### config.mk
export PLATFORM = sky130hd
export DESIGN_NAME = sw_arb_flat
export DESIGN_NICKNAME = d
export VERILOG_FILES = /design/src/rtl/sw_arb_if.sv /design/src/rtl/sw_arb.sv /design/src/flat_wrapper.sv
export SDC_FILE = /design/constraint.sdc
export NUM_CORES = 1
export LEC_CHECK = 0
export BUFFER_PORTS_ARGS = -buffer_cell sky130_fd_sc_hd__buf_2
export CAP_MARGIN = 5
export CORE_MARGIN = 10
export CORE_UTILIZATION = 40
export DETAILED_ROUTE_END_ITERATION = 12
export GPL_TIMING_DRIVEN = 1
export PLACE_DENSITY = 0.69
export SKIP_CTS_REPAIR_TIMING = 1
export SLEW_MARGIN = 20
export SYNTH_ARGS = -nofsm -noshare
export SYNTH_HDL_FRONTEND = slang
export SYNTH_SLANG_ARGS = --single-unit
### constraint.sdc
create_clock -name clk -period 3.2 [get_ports clk]
set_clock_uncertainty 0.1 [all_clocks]
set_input_delay 0.64 -clock clk [delete_from_list [all_inputs] [get_ports clk]]
set_output_delay 0.64 -clock clk [all_outputs]
set_load 0.02 [all_outputs]
### src/rtl/sw_arb_if.sv
// Interface between the input FIFOs / crossbar and the sw_arb output-port allocator.
// The slave modport is the allocator side; the master modport is the FIFO/crossbar side.
interface sw_arb_if #(
  parameter int PKTW = 9
);
  logic [PKTW:0] f0, f1, f2, f3;
  logic          v0, v1, v2, v3;
  logic          rdy0, rdy1, rdy2, rdy3;
  logic          deq0, deq1, deq2, deq3;
  logic [1:0]    sel0, sel1, sel2, sel3;
  logic          ovld0, ovld1, ovld2, ovld3;
  logic [3:0]    err;

  modport master (
    output f0, f1, f2, f3,
    output v0, v1, v2, v3,
    output rdy0, rdy1, rdy2, rdy3,
    input  deq0, deq1, deq2, deq3,
    input  sel0, sel1, sel2, sel3,
    input  ovld0, ovld1, ovld2, ovld3,
    input  err
  );

  modport slave (
    input  f0, f1, f2, f3,
    input  v0, v1, v2, v3,
    input  rdy0, rdy1, rdy2, rdy3,
    output deq0, deq1, deq2, deq3,
    output sel0, sel1, sel2, sel3,
    output ovld0, ovld1, ovld2, ovld3,
    output err
  );
endinterface

### src/rtl/sw_arb.sv
// Round-robin output-port allocator for a 4-port wormhole switch.
// Each output holds its grant from head to tail and drives crossbar select and FIFO pops.
module sw_arb #(
  parameter int PKTW  = 9,
  parameter int NPORT = 4
) (
  input logic     clk,
  input logic     rst,
  sw_arb_if.slave io_bus
);

  localparam logic [1:0] TYPE_BODY = 2'b01;
  localparam logic [1:0] TYPE_HEAD = 2'b10;
  localparam logic [1:0] TYPE_TAIL = 2'b11;

  typedef enum logic {
    ST_IDLE = 1'b0,
    ST_BUSY = 1'b1
  } state_t;

  state_t           r_state [NPORT];
  logic [1:0]       r_owner [NPORT];
  logic [1:0]       r_rr    [NPORT];
  logic [NPORT-1:0] r_err;

  state_t           w_stateNext [NPORT];
  logic [1:0]       w_ownerNext [NPORT];
  logic [1:0]       w_rrNext    [NPORT];
  logic [PKTW:0]    w_f         [NPORT];
  logic [1:0]       w_sel       [NPORT];
  logic [NPORT-1:0] w_req       [NPORT];
  logic [NPORT-1:0] w_v, w_rdy, w_owns, w_deq, w_ovld, w_errNext;
  logic             w_found;
  logic [1:0]       w_win, w_idx, w_o, w_typ;
  logic             w_unused;

  assign w_f[0] = io_bus.f0;
  assign w_f[1] = io_bus.f1;
  assign w_f[2] = io_bus.f2;
  assign w_f[3] = io_bus.f3;
  assign w_v    = {io_bus.v3, io_bus.v2, io_bus.v1, io_bus.v0};
  assign w_rdy  = {io_bus.rdy3, io_bus.rdy2, io_bus.rdy1, io_bus.rdy0};

  // Outputs are held at zero for as long as reset is asserted.
  assign io_bus.deq0  = rst & w_deq[0];
  assign io_bus.deq1  = rst & w_deq[1];
  assign io_bus.deq2  = rst & w_deq[2];
  assign io_bus.deq3  = rst & w_deq[3];
  assign io_bus.ovld0 = rst & w_ovld[0];
  assign io_bus.ovld1 = rst & w_ovld[1];
  assign io_bus.ovld2 = rst & w_ovld[2];
  assign io_bus.ovld3 = rst & w_ovld[3];
  assign io_bus.sel0  = rst ? w_sel[0] : 2'b00;
  assign io_bus.sel1  = rst ? w_sel[1] : 2'b00;
  assign io_bus.sel2  = rst ? w_sel[2] : 2'b00;
  assign io_bus.sel3  = rst ? w_sel[3] : 2'b00;
  assign io_bus.err   = r_err;

  always_comb begin
    w_unused = 1'b0;
    for (int i = 0; i < NPORT; i++) begin
      w_unused = w_unused ^ (^w_f[i][PKTW-2:2]);
    end
  end

  // An input may request only while it owns no output.
  always_comb begin
    w_owns = '0;
    for (int d = 0; d < NPORT; d++) begin
      w_req[d] = '0;
      if (r_state[d] == ST_BUSY) begin
        w_owns[r_owner[d]] = 1'b1;
      end
    end
    for (int d = 0; d < NPORT; d++) begin
      for (int i = 0; i < NPORT; i++) begin
        w_req[d][i] = !w_owns[i] && w_v[i] &&
                      (w_f[i][PKTW -: 2] == TYPE_HEAD) &&
                      (w_f[i][1:0] == 2'(d));
      end
    end
  end

  always_comb begin
    w_deq     = '0;
    w_ovld    = '0;
    w_errNext = '0;
    w_found   = 1'b0;
    w_win     = '0;
    w_idx     = '0;
    w_o       = '0;
    w_typ     = '0;
    for (int d = 0; d < NPORT; d++) begin
      w_sel[d]       = '0;
      w_stateNext[d] = r_state[d];
      w_ownerNext[d] = r_owner[d];
      w_rrNext[d]    = r_rr[d];
    end

    for (int d = 0; d < NPORT; d++) begin
      case (r_state[d])
        ST_IDLE: begin
          w_found = 1'b0;
          w_win   = '0;
          for (int k = 0; k < NPORT; k++) begin
            w_idx = r_rr[d] + 2'(k);
            if (!w_found && w_req[d][w_idx]) begin
              w_found = 1'b1;
              w_win   = w_idx;
            end
          end
          if (w_found && w_rdy[d]) begin
            w_deq[w_win]   = 1'b1;
            w_ovld[d]      = 1'b1;
            w_sel[d]       = w_win;
            w_stateNext[d] = ST_BUSY;
            w_ownerNext[d] = w_win;
            w_rrNext[d]    = w_win + 2'd1;
          end
        end
        ST_BUSY: begin
          w_o      = r_owner[d];
          w_typ    = w_f[w_o][PKTW -: 2];
          w_sel[d] = w_o;
          if (w_v[w_o]) begin
            if (w_typ == TYPE_BODY || w_typ == TYPE_TAIL) begin
              if (w_rdy[d]) begin
                w_deq[w_o] = 1'b1;
                w_ovld[d]  = 1'b1;
                if (w_typ == TYPE_TAIL) begin
                  w_stateNext[d] = ST_IDLE;
                end
              end
            end else begin
              // Head or idle from an owner: drop the grant, keep the flit for re-arbitration.
              w_stateNext[d]   = ST_IDLE;
              w_errNext[w_o]   = 1'b1;
            end
          end
        end
        default: begin
          w_stateNext[d] = ST_IDLE;
        end
      endcase
    end

    for (int i = 0; i < NPORT; i++) begin
      if (w_v[i] && !w_owns[i] && (w_f[i][PKTW -: 2] != TYPE_HEAD)) begin
        w_deq[i]     = 1'b1;
        w_errNext[i] = 1'b1;
      end
    end
  end

  always_ff @(posedge clk or negedge rst) begin
    if (!rst) begin
      for (int d = 0; d < NPORT; d++) begin
        r_state[d] <= ST_IDLE;
        r_owner[d] <= '0;
        r_rr[d]    <= '0;
      end
      r_err <= '0;
    end else begin
      for (int d = 0; d < NPORT; d++) begin
        r_state[d] <= w_stateNext[d];
        r_owner[d] <= w_ownerNext[d];
        r_rr[d]    <= w_rrNext[d];
      end
      r_err <= w_errNext;
    end
  end

endmodule

### src/flat_wrapper.sv
// flat-port wrapper written by rule: the top's interface ports become plain ports
module sw_arb_flat 
#(
  parameter int PKTW  = 9,
  parameter int NPORT = 4
)
  (clk, rst, io_bus_f0, io_bus_f1, io_bus_f2, io_bus_f3, io_bus_v0, io_bus_v1, io_bus_v2, io_bus_v3, io_bus_rdy0, io_bus_rdy1, io_bus_rdy2, io_bus_rdy3, io_bus_deq0, io_bus_deq1, io_bus_deq2, io_bus_deq3, io_bus_sel0, io_bus_sel1, io_bus_sel2, io_bus_sel3, io_bus_ovld0, io_bus_ovld1, io_bus_ovld2, io_bus_ovld3, io_bus_err);
  sw_arb_if #(.PKTW(PKTW)) io_bus_i ();
  input logic clk;
  input logic rst;
  input wire logic [$bits(io_bus_i.f0)-1:0] io_bus_f0;
  input wire logic [$bits(io_bus_i.f1)-1:0] io_bus_f1;
  input wire logic [$bits(io_bus_i.f2)-1:0] io_bus_f2;
  input wire logic [$bits(io_bus_i.f3)-1:0] io_bus_f3;
  input wire logic [$bits(io_bus_i.v0)-1:0] io_bus_v0;
  input wire logic [$bits(io_bus_i.v1)-1:0] io_bus_v1;
  input wire logic [$bits(io_bus_i.v2)-1:0] io_bus_v2;
  input wire logic [$bits(io_bus_i.v3)-1:0] io_bus_v3;
  input wire logic [$bits(io_bus_i.rdy0)-1:0] io_bus_rdy0;
  input wire logic [$bits(io_bus_i.rdy1)-1:0] io_bus_rdy1;
  input wire logic [$bits(io_bus_i.rdy2)-1:0] io_bus_rdy2;
  input wire logic [$bits(io_bus_i.rdy3)-1:0] io_bus_rdy3;
  output wire logic [$bits(io_bus_i.deq0)-1:0] io_bus_deq0;
  output wire logic [$bits(io_bus_i.deq1)-1:0] io_bus_deq1;
  output wire logic [$bits(io_bus_i.deq2)-1:0] io_bus_deq2;
  output wire logic [$bits(io_bus_i.deq3)-1:0] io_bus_deq3;
  output wire logic [$bits(io_bus_i.sel0)-1:0] io_bus_sel0;
  output wire logic [$bits(io_bus_i.sel1)-1:0] io_bus_sel1;
  output wire logic [$bits(io_bus_i.sel2)-1:0] io_bus_sel2;
  output wire logic [$bits(io_bus_i.sel3)-1:0] io_bus_sel3;
  output wire logic [$bits(io_bus_i.ovld0)-1:0] io_bus_ovld0;
  output wire logic [$bits(io_bus_i.ovld1)-1:0] io_bus_ovld1;
  output wire logic [$bits(io_bus_i.ovld2)-1:0] io_bus_ovld2;
  output wire logic [$bits(io_bus_i.ovld3)-1:0] io_bus_ovld3;
  output wire logic [$bits(io_bus_i.err)-1:0] io_bus_err;
  assign io_bus_i.f0 = io_bus_f0;
  assign io_bus_i.f1 = io_bus_f1;
  assign io_bus_i.f2 = io_bus_f2;
  assign io_bus_i.f3 = io_bus_f3;
  assign io_bus_i.v0 = io_bus_v0;
  assign io_bus_i.v1 = io_bus_v1;
  assign io_bus_i.v2 = io_bus_v2;
  assign io_bus_i.v3 = io_bus_v3;
  assign io_bus_i.rdy0 = io_bus_rdy0;
  assign io_bus_i.rdy1 = io_bus_rdy1;
  assign io_bus_i.rdy2 = io_bus_rdy2;
  assign io_bus_i.rdy3 = io_bus_rdy3;
  assign io_bus_deq0 = io_bus_i.deq0;
  assign io_bus_deq1 = io_bus_i.deq1;
  assign io_bus_deq2 = io_bus_i.deq2;
  assign io_bus_deq3 = io_bus_i.deq3;
  assign io_bus_sel0 = io_bus_i.sel0;
  assign io_bus_sel1 = io_bus_i.sel1;
  assign io_bus_sel2 = io_bus_i.sel2;
  assign io_bus_sel3 = io_bus_i.sel3;
  assign io_bus_ovld0 = io_bus_i.ovld0;
  assign io_bus_ovld1 = io_bus_i.ovld1;
  assign io_bus_ovld2 = io_bus_i.ovld2;
  assign io_bus_ovld3 = io_bus_i.ovld3;
  assign io_bus_err = io_bus_i.err;
  sw_arb #(.PKTW(PKTW), .NPORT(NPORT)) u_core (.clk(clk), .rst(rst), .io_bus(io_bus_i));
endmodule
**After elaboration in Yosys (flattened, before gate mapping)**

Index checks and enable logic that the tools add are counted.

- Add/sub/neg operators: 16
- $lt $le $gt $ge: 36
- Equality and inequality tests: 28
- Multiplexer cells: 216
- Bitwise gates (word level): 28
- Reductions and logical operators: 80

Operators by type and width:

| cell | number |
|---|---|
| $mux 4 | 32 |
| $mux 1 | 100 |
| $bmux 10 s2 | 4 |
| $mux 10 | 8 |
| $lt 2x3->1 const B | 24 |
| $mux 2 | 28 |
| $logic_and 1x1->1 | 52 |
| $or 4x4->4 | 12 |
| $bmux 1 s2 | 20 |
| $eq 2x2->1 const B | 16 |
| $pmux 4 s2 | 4 |
| $add 2x1->2 const B | 8 |
| $add 2x2->2 const B | 8 |
| $demux 1 s2 | 8 |
| $eq 2x1->1 const B | 8 |
| $ge 2x1->1 const B | 8 |
| $logic_not 1->1 | 16 |
| $pmux 1 s2 | 8 |
| $pmux 2 s2 | 4 |
| $ge 3x3->1 const B | 4 |
| $not 2->3 | 4 |
| $and 1x1->1 | 8 |
| $logic_not 2->1 | 4 |
| $ne 2x2->1 const B | 4 |
| 3 further kinds | 12 |

- Register bits after elaboration: 24
- Input bits: 50
- Output and inout port bits: 20

**Longest topological paths before layout**

- Word-level depth: 54
- Gate-level depth with buffers: 11

**Least setup slack after synthesis**

Ideal clock, no wire load.

- Path kind: input to output
- Start: input port io_bus_f2[9]
- End: output port io_bus_deq2
- Data arrival time: 2.717 ns
- Required time: 2.460 ns
- Path slack: -0.257 ns
- Cell stages on the path: 9
- Cell sequence: nor2b_1 > nand4_2 > nor4_1 > or3b_2 > o211a_1 > inv_1 > ha_1 > a222oi_1 > a31oi_1

- Cells in the longest elaborated chain, start to end: 42
- Elaborated cells on any way between the ends: 191

Ends and longest elaborated chain:

| element | RTL line | source |
|---|---|---|
| start: declaration | flat_wrapper.sv:13 | `input wire logic [$bits(io_bus_i.f2)-1:0] io_bus_f2;` |
| $eq 2x2->1 | sw_arb.sv:78 | `(w_f[i][PKTW -: 2] == TYPE_HEAD) &&` |
| $logic_and 1x1->1 | sw_arb.sv:77 | `w_req[d][i] = !w_owns[i] && w_v[i] &&` |
| $logic_and 1x1->1 | sw_arb.sv:78 |  |
| $bmux 1 s2 | sw_arb.sv:107 | `if (!w_found && w_req[d][w_idx]) begin` |
| $mux 1 (implied by the code) | sw_arb.sv:107 |  |
| $mux 1 | sw_arb.sv:107 |  |
| $mux 1 | sw_arb.sv:101 | `case (r_state[d])` |
| $logic_not 1->1 | sw_arb.sv:107 |  |
| [26 not listed] | n/a |  |
| $pmux 4 s2 | sw_arb.sv:101 |  |
| $or 4x4->4 (no line) | n/a |  |
| $mux 4 | sw_arb.sv:127 | `if (w_rdy[d]) begin` |
| $mux 4 | sw_arb.sv:126 | `if (w_typ == TYPE_BODY \|\| w_typ == TYPE_TAIL) begin` |
| $mux 4 | sw_arb.sv:125 | `if (w_v[w_o]) begin` |
| $pmux 4 s2 | sw_arb.sv:101 |  |
| $mux 1 (*) | sw_arb.sv:148 | `if (w_v[i] && !w_owns[i] && (w_f[i][PKTW -: 2] != TYPE_HEAD)) begin` |
| $and 1x1->1 (*) | sw_arb.sv:47 | `assign io_bus.deq2 = rst & w_deq[2];` |
| end: declaration | flat_wrapper.sv:25 | `output wire logic [$bits(io_bus_i.deq2)-1:0] io_bus_deq2;` |

Mark *: on every way between the ends. The rest lies on a longest branch, timed or not. The select of a mux whose other input is x is not followed.

**Worst setup path after layout**

- Start: register u_core.r_owner[6] (netlist name)
- End: output port io_bus_deq0

- Cells in the longest elaborated chain, start to end: 54
- Elaborated cells on any way between the ends: 210

Ends and longest elaborated chain:

| element | RTL line | source |
|---|---|---|
| start: declaration | sw_arb.sv:22 | `logic [1:0] r_owner [NPORT];` |
| start signal: indexed assignment | sw_arb.sv:166 | `r_owner[d] <= w_ownerNext[d];` |
| $lt 2x3->1 (implied by the code) / $ge 2x1->1 (equally long branches) | sw_arb.sv:72, sw_arb.sv:128 |  |
| $logic_and 1x1->1 (implied by the code) | sw_arb.sv:72, sw_arb.sv:128 |  |
| $mux 1 (implied by the code) | sw_arb.sv:72, sw_arb.sv:128 |  |
| $demux 1 s2 | n/a |  |
| $mux 4 | sw_arb.sv:71 | `if (r_state[d] == ST_BUSY) begin` |
| $or 4x4->4 (no line) | n/a |  |
| $mux 4 | sw_arb.sv:71 |  |
| $or 4x4->4 (no line) | n/a |  |
| [38 not listed] | n/a |  |
| $pmux 4 s2 | sw_arb.sv:101 |  |
| $or 4x4->4 (no line) | n/a |  |
| $mux 4 | sw_arb.sv:127 |  |
| $mux 4 | sw_arb.sv:126 |  |
| $mux 4 | sw_arb.sv:125 |  |
| $pmux 4 s2 | sw_arb.sv:101 |  |
| $mux 1 (*) | sw_arb.sv:148 |  |
| $and 1x1->1 (*) | sw_arb.sv:45 | `assign io_bus.deq0 = rst & w_deq[0];` |
| end: declaration | flat_wrapper.sv:23 | `output wire logic [$bits(io_bus_i.deq0)-1:0] io_bus_deq0;` |

Marks and branches as above.

==> run metrics <==
post-route minimum period=3.86 ns; status=finished with violations; # setup viols final=16; RSZ-0062 raised after global routing=true; htree depth=1; met2 wire len=5.70 mm; post-layout util=0.616; Seq/Total Area, Yosys=0.208; Final Slew Violations=0; Syn Nets=417; FF+latch area=612 µm²; layout cell share with drive strength beyond 1=0.475; TNS Setup=-5.24 ns; crit-path cells=nand3b_1 > nand4_4 > or4b_4 > a222oi_1 > nand3_1 > ha_2 > a222oi_1 > a21oi_2 > buf_6; Cell Count Post-Placement=574; hpwl dp=9.28 mm; I/O pin cnt=70; most used cell, CP=a222oi_1; ys flop type=dfrtp_1; vias in the first global route=3387; yosys warns=0; drt pass-1 iters=7; Avg WL per Cell=20.2 µm; final WL=11.9 mm; EDFF count, synth=0; CP Max Fanout=7; Post-synth top cells=nand2_1, dfrtp_1, nor2_1; largest net degree at the start of global routing=28; CTS Buffer Depth=2; cell area after synthesis=2890 µm²; Crit-path slowest cell=or4b_4; share of Yosys cell area claimed by the top area cell type=0.208; worst setup margin=-0.664 ns; CTS Sinks=24; fin crit share=1.21; Ant. Diodes=0; hold crit path type=in -> async; Slew headroom=0.547; Synth Instances=351; Residual DRC=0; first-pass GRT wire length=17.8 mm; PnR Total Power=0.00130 W; Critical path origin=u_core.r_owner[6]$_DFFE_PN0P_; highest routed layer=met4; Vert. Die Dim=105 µm; TritonCTS buffer count=3; Vias/cell=6.08; WS Path Type=reg -> out; Die Wd=105 µm; CP max stage delay=0.57 ns; M1 wire length=4.91 mm; gpl congestion=1.04; Worst EP arrival=3.12 ns; area grow syn2layout=47.3%; CTS tree=done; CTS clk-pin slew, worst paths=0.10 ns; Final Hold Viols=0; Starting DRT DRC Count=345; CORE AREA=6910 µm²; worst slew pin tran=0.679 ns; fillers=632; die area=11000 µm²; Syn Area/Cell=8.23 µm²; post-route ant nets=0; total gr overflow=0; Synth Register Bits=24; highest ir drop seen on vdd=159 µV; ys async rst share=1.00; met3 wire len=949 µm; CP Launch Type=flip-flop; PortBufs=45; Distinct cells, synth=67; Root Driver=clkbuf_8; failing checks=setup timing; ranking of synthesized cells by area=dfrtp_1, mux4_2, ha_1, nand2_1, nand3_1; Initial Util=0.418; initial antenna violation count=0; CP bufs+invs=1; clock latency on the worst-skew pair=0.28 ns; fin nets=560; reg2reg start=u_core.r_state[0]$_DFF_PN0_; WP data required=2.46 ns; most frequent cell after synthesis=nand2_1; final non-filler cell total=589; routed vias=3582; Synth area leader=dfrtp_1; pwr/cell area=305 nW/µm²; LEAKAGE=1.90 nW; footprint of the multi-input gates=2310 µm²; max-cap viol count=0; CP Capture Type=output port; fmax=259 MHz; number of placement rows=30; gr usage total=0.197; Crit path max-delay family=simple AND/OR/NAND/NOR gates
[layout by cell type (no fill, tap or decap), types with 4 or more instances in the layout]
| cell | instances |
|---|---|
| o221ai_1 | 4 |
| nand2_1 | 38 |
| buf_4 | 116 |
| clkbuf_8 | 4 |
| dfrtp_1 | 15 |
| buf_6 | 5 |
| o22ai_1 | 5 |
| a21oi_1 | 13 |
| nand2_2 | 4 |
| nor2_1 | 21 |
| inv_1 | 14 |
| nand2b_1 | 7 |
| buf_2 | 34 |
| ha_1 | 14 |
| nor3_1 | 10 |
| nor2b_1 | 5 |
| mux4_2 | 9 |
| o21a_1 | 9 |
| mux2_2 | 5 |
| nand3_1 | 20 |
| and3_1 | 4 |
| nand4_1 | 7 |
| o21ai_0 | 10 |
| nand3b_1 | 13 |
| or3b_4 | 4 |
| dfrtp_2 | 9 |
| a222oi_1 | 4 |
| mux2i_1 | 5 |
| a31oi_1 | 5 |
[registers in the layout (all words and copies together), names as in the netlist]
| signal | cells |
|---|---|
| u_core.r_rr | 8 |
| u_core.r_state | 4 |
| u_core.r_owner | 8 |
| u_core.io_bus.err | 4 |
[per-layer routing]
layer / vias to the layer above / global-route usage
li1: 1622 / -
met4: 0 / 0.0696
met5: - / 0
met2: 217 / 0.335
met1: 1714 / 0.247
met3: 29 / 0.0295
[cell families (layout without fill, tap and decap cells)]
kind of cell | after synthesis | after routing | share of synthesized area
flops | 24 | 24 | 0.208
compound gates | 83 | 83 | 0.201
buf+inv | 32 | 174 | 0.0563
simple gates | 177 | 177 | 0.358
mux | 19 | 19 | 0.107
fa+ha+maj | 16 | 16 | 0.0693
[worst paths after layout]
check	end	depth (start not counted)	slack (ns)
worst min-delay path	u_core.r_state[0]$_DFF_PN0_	2	0.26
worst max register to register	u_core.r_rr[7]$_DFFE_PN0P_	12	0.40
worst min register to register	u_core.r_rr[3]$_DFFE_PN0P_	2	0.49
worst max-delay path	io_bus_deq0	9	-0.66
min in group clk	u_core.r_rr[3]$_DFFE_PN0P_	2	0.49
max in group asynchronous	u_core.r_state[3]$_DFF_PN0_	2	2.43
[power breakdown]
part | switching [W] | internal, W | leakage [nW]
Clock | 0.000123 | 0.000111 | 0.0288
Sequential | 0.0000728 | 0.000354 | 0.291
Combinational | 0.000324 | 0.000313 | 1.58
Total | 0.000520 | 0.000778 | 1.90
[through the flow]
stage | worst slack, ns | cell area [µm²] | hold WS (ns)
2_1_floorplan | -0.0792 | 2960 | 0.244
3_3_place_gp | -0.466 | 3930 | 0.435
3_5_place_dp | -0.520 | 3930 | 0.454
4_1_cts | -0.692 | 3990 | 0.281
5_1_grt | -0.765 | 4260 | 0.306
6_report | -0.664 | 4260 | 0.262
[area by class of cell]
cell class,count,area share
timing repair buffer,155,0.258
inverter,15,0.0132
sequential,24,0.144
clock buffer,4,0.0129
multi-input combinational,295,0.544
tap,96,0.0282
(Power assumes the default switching activity.)
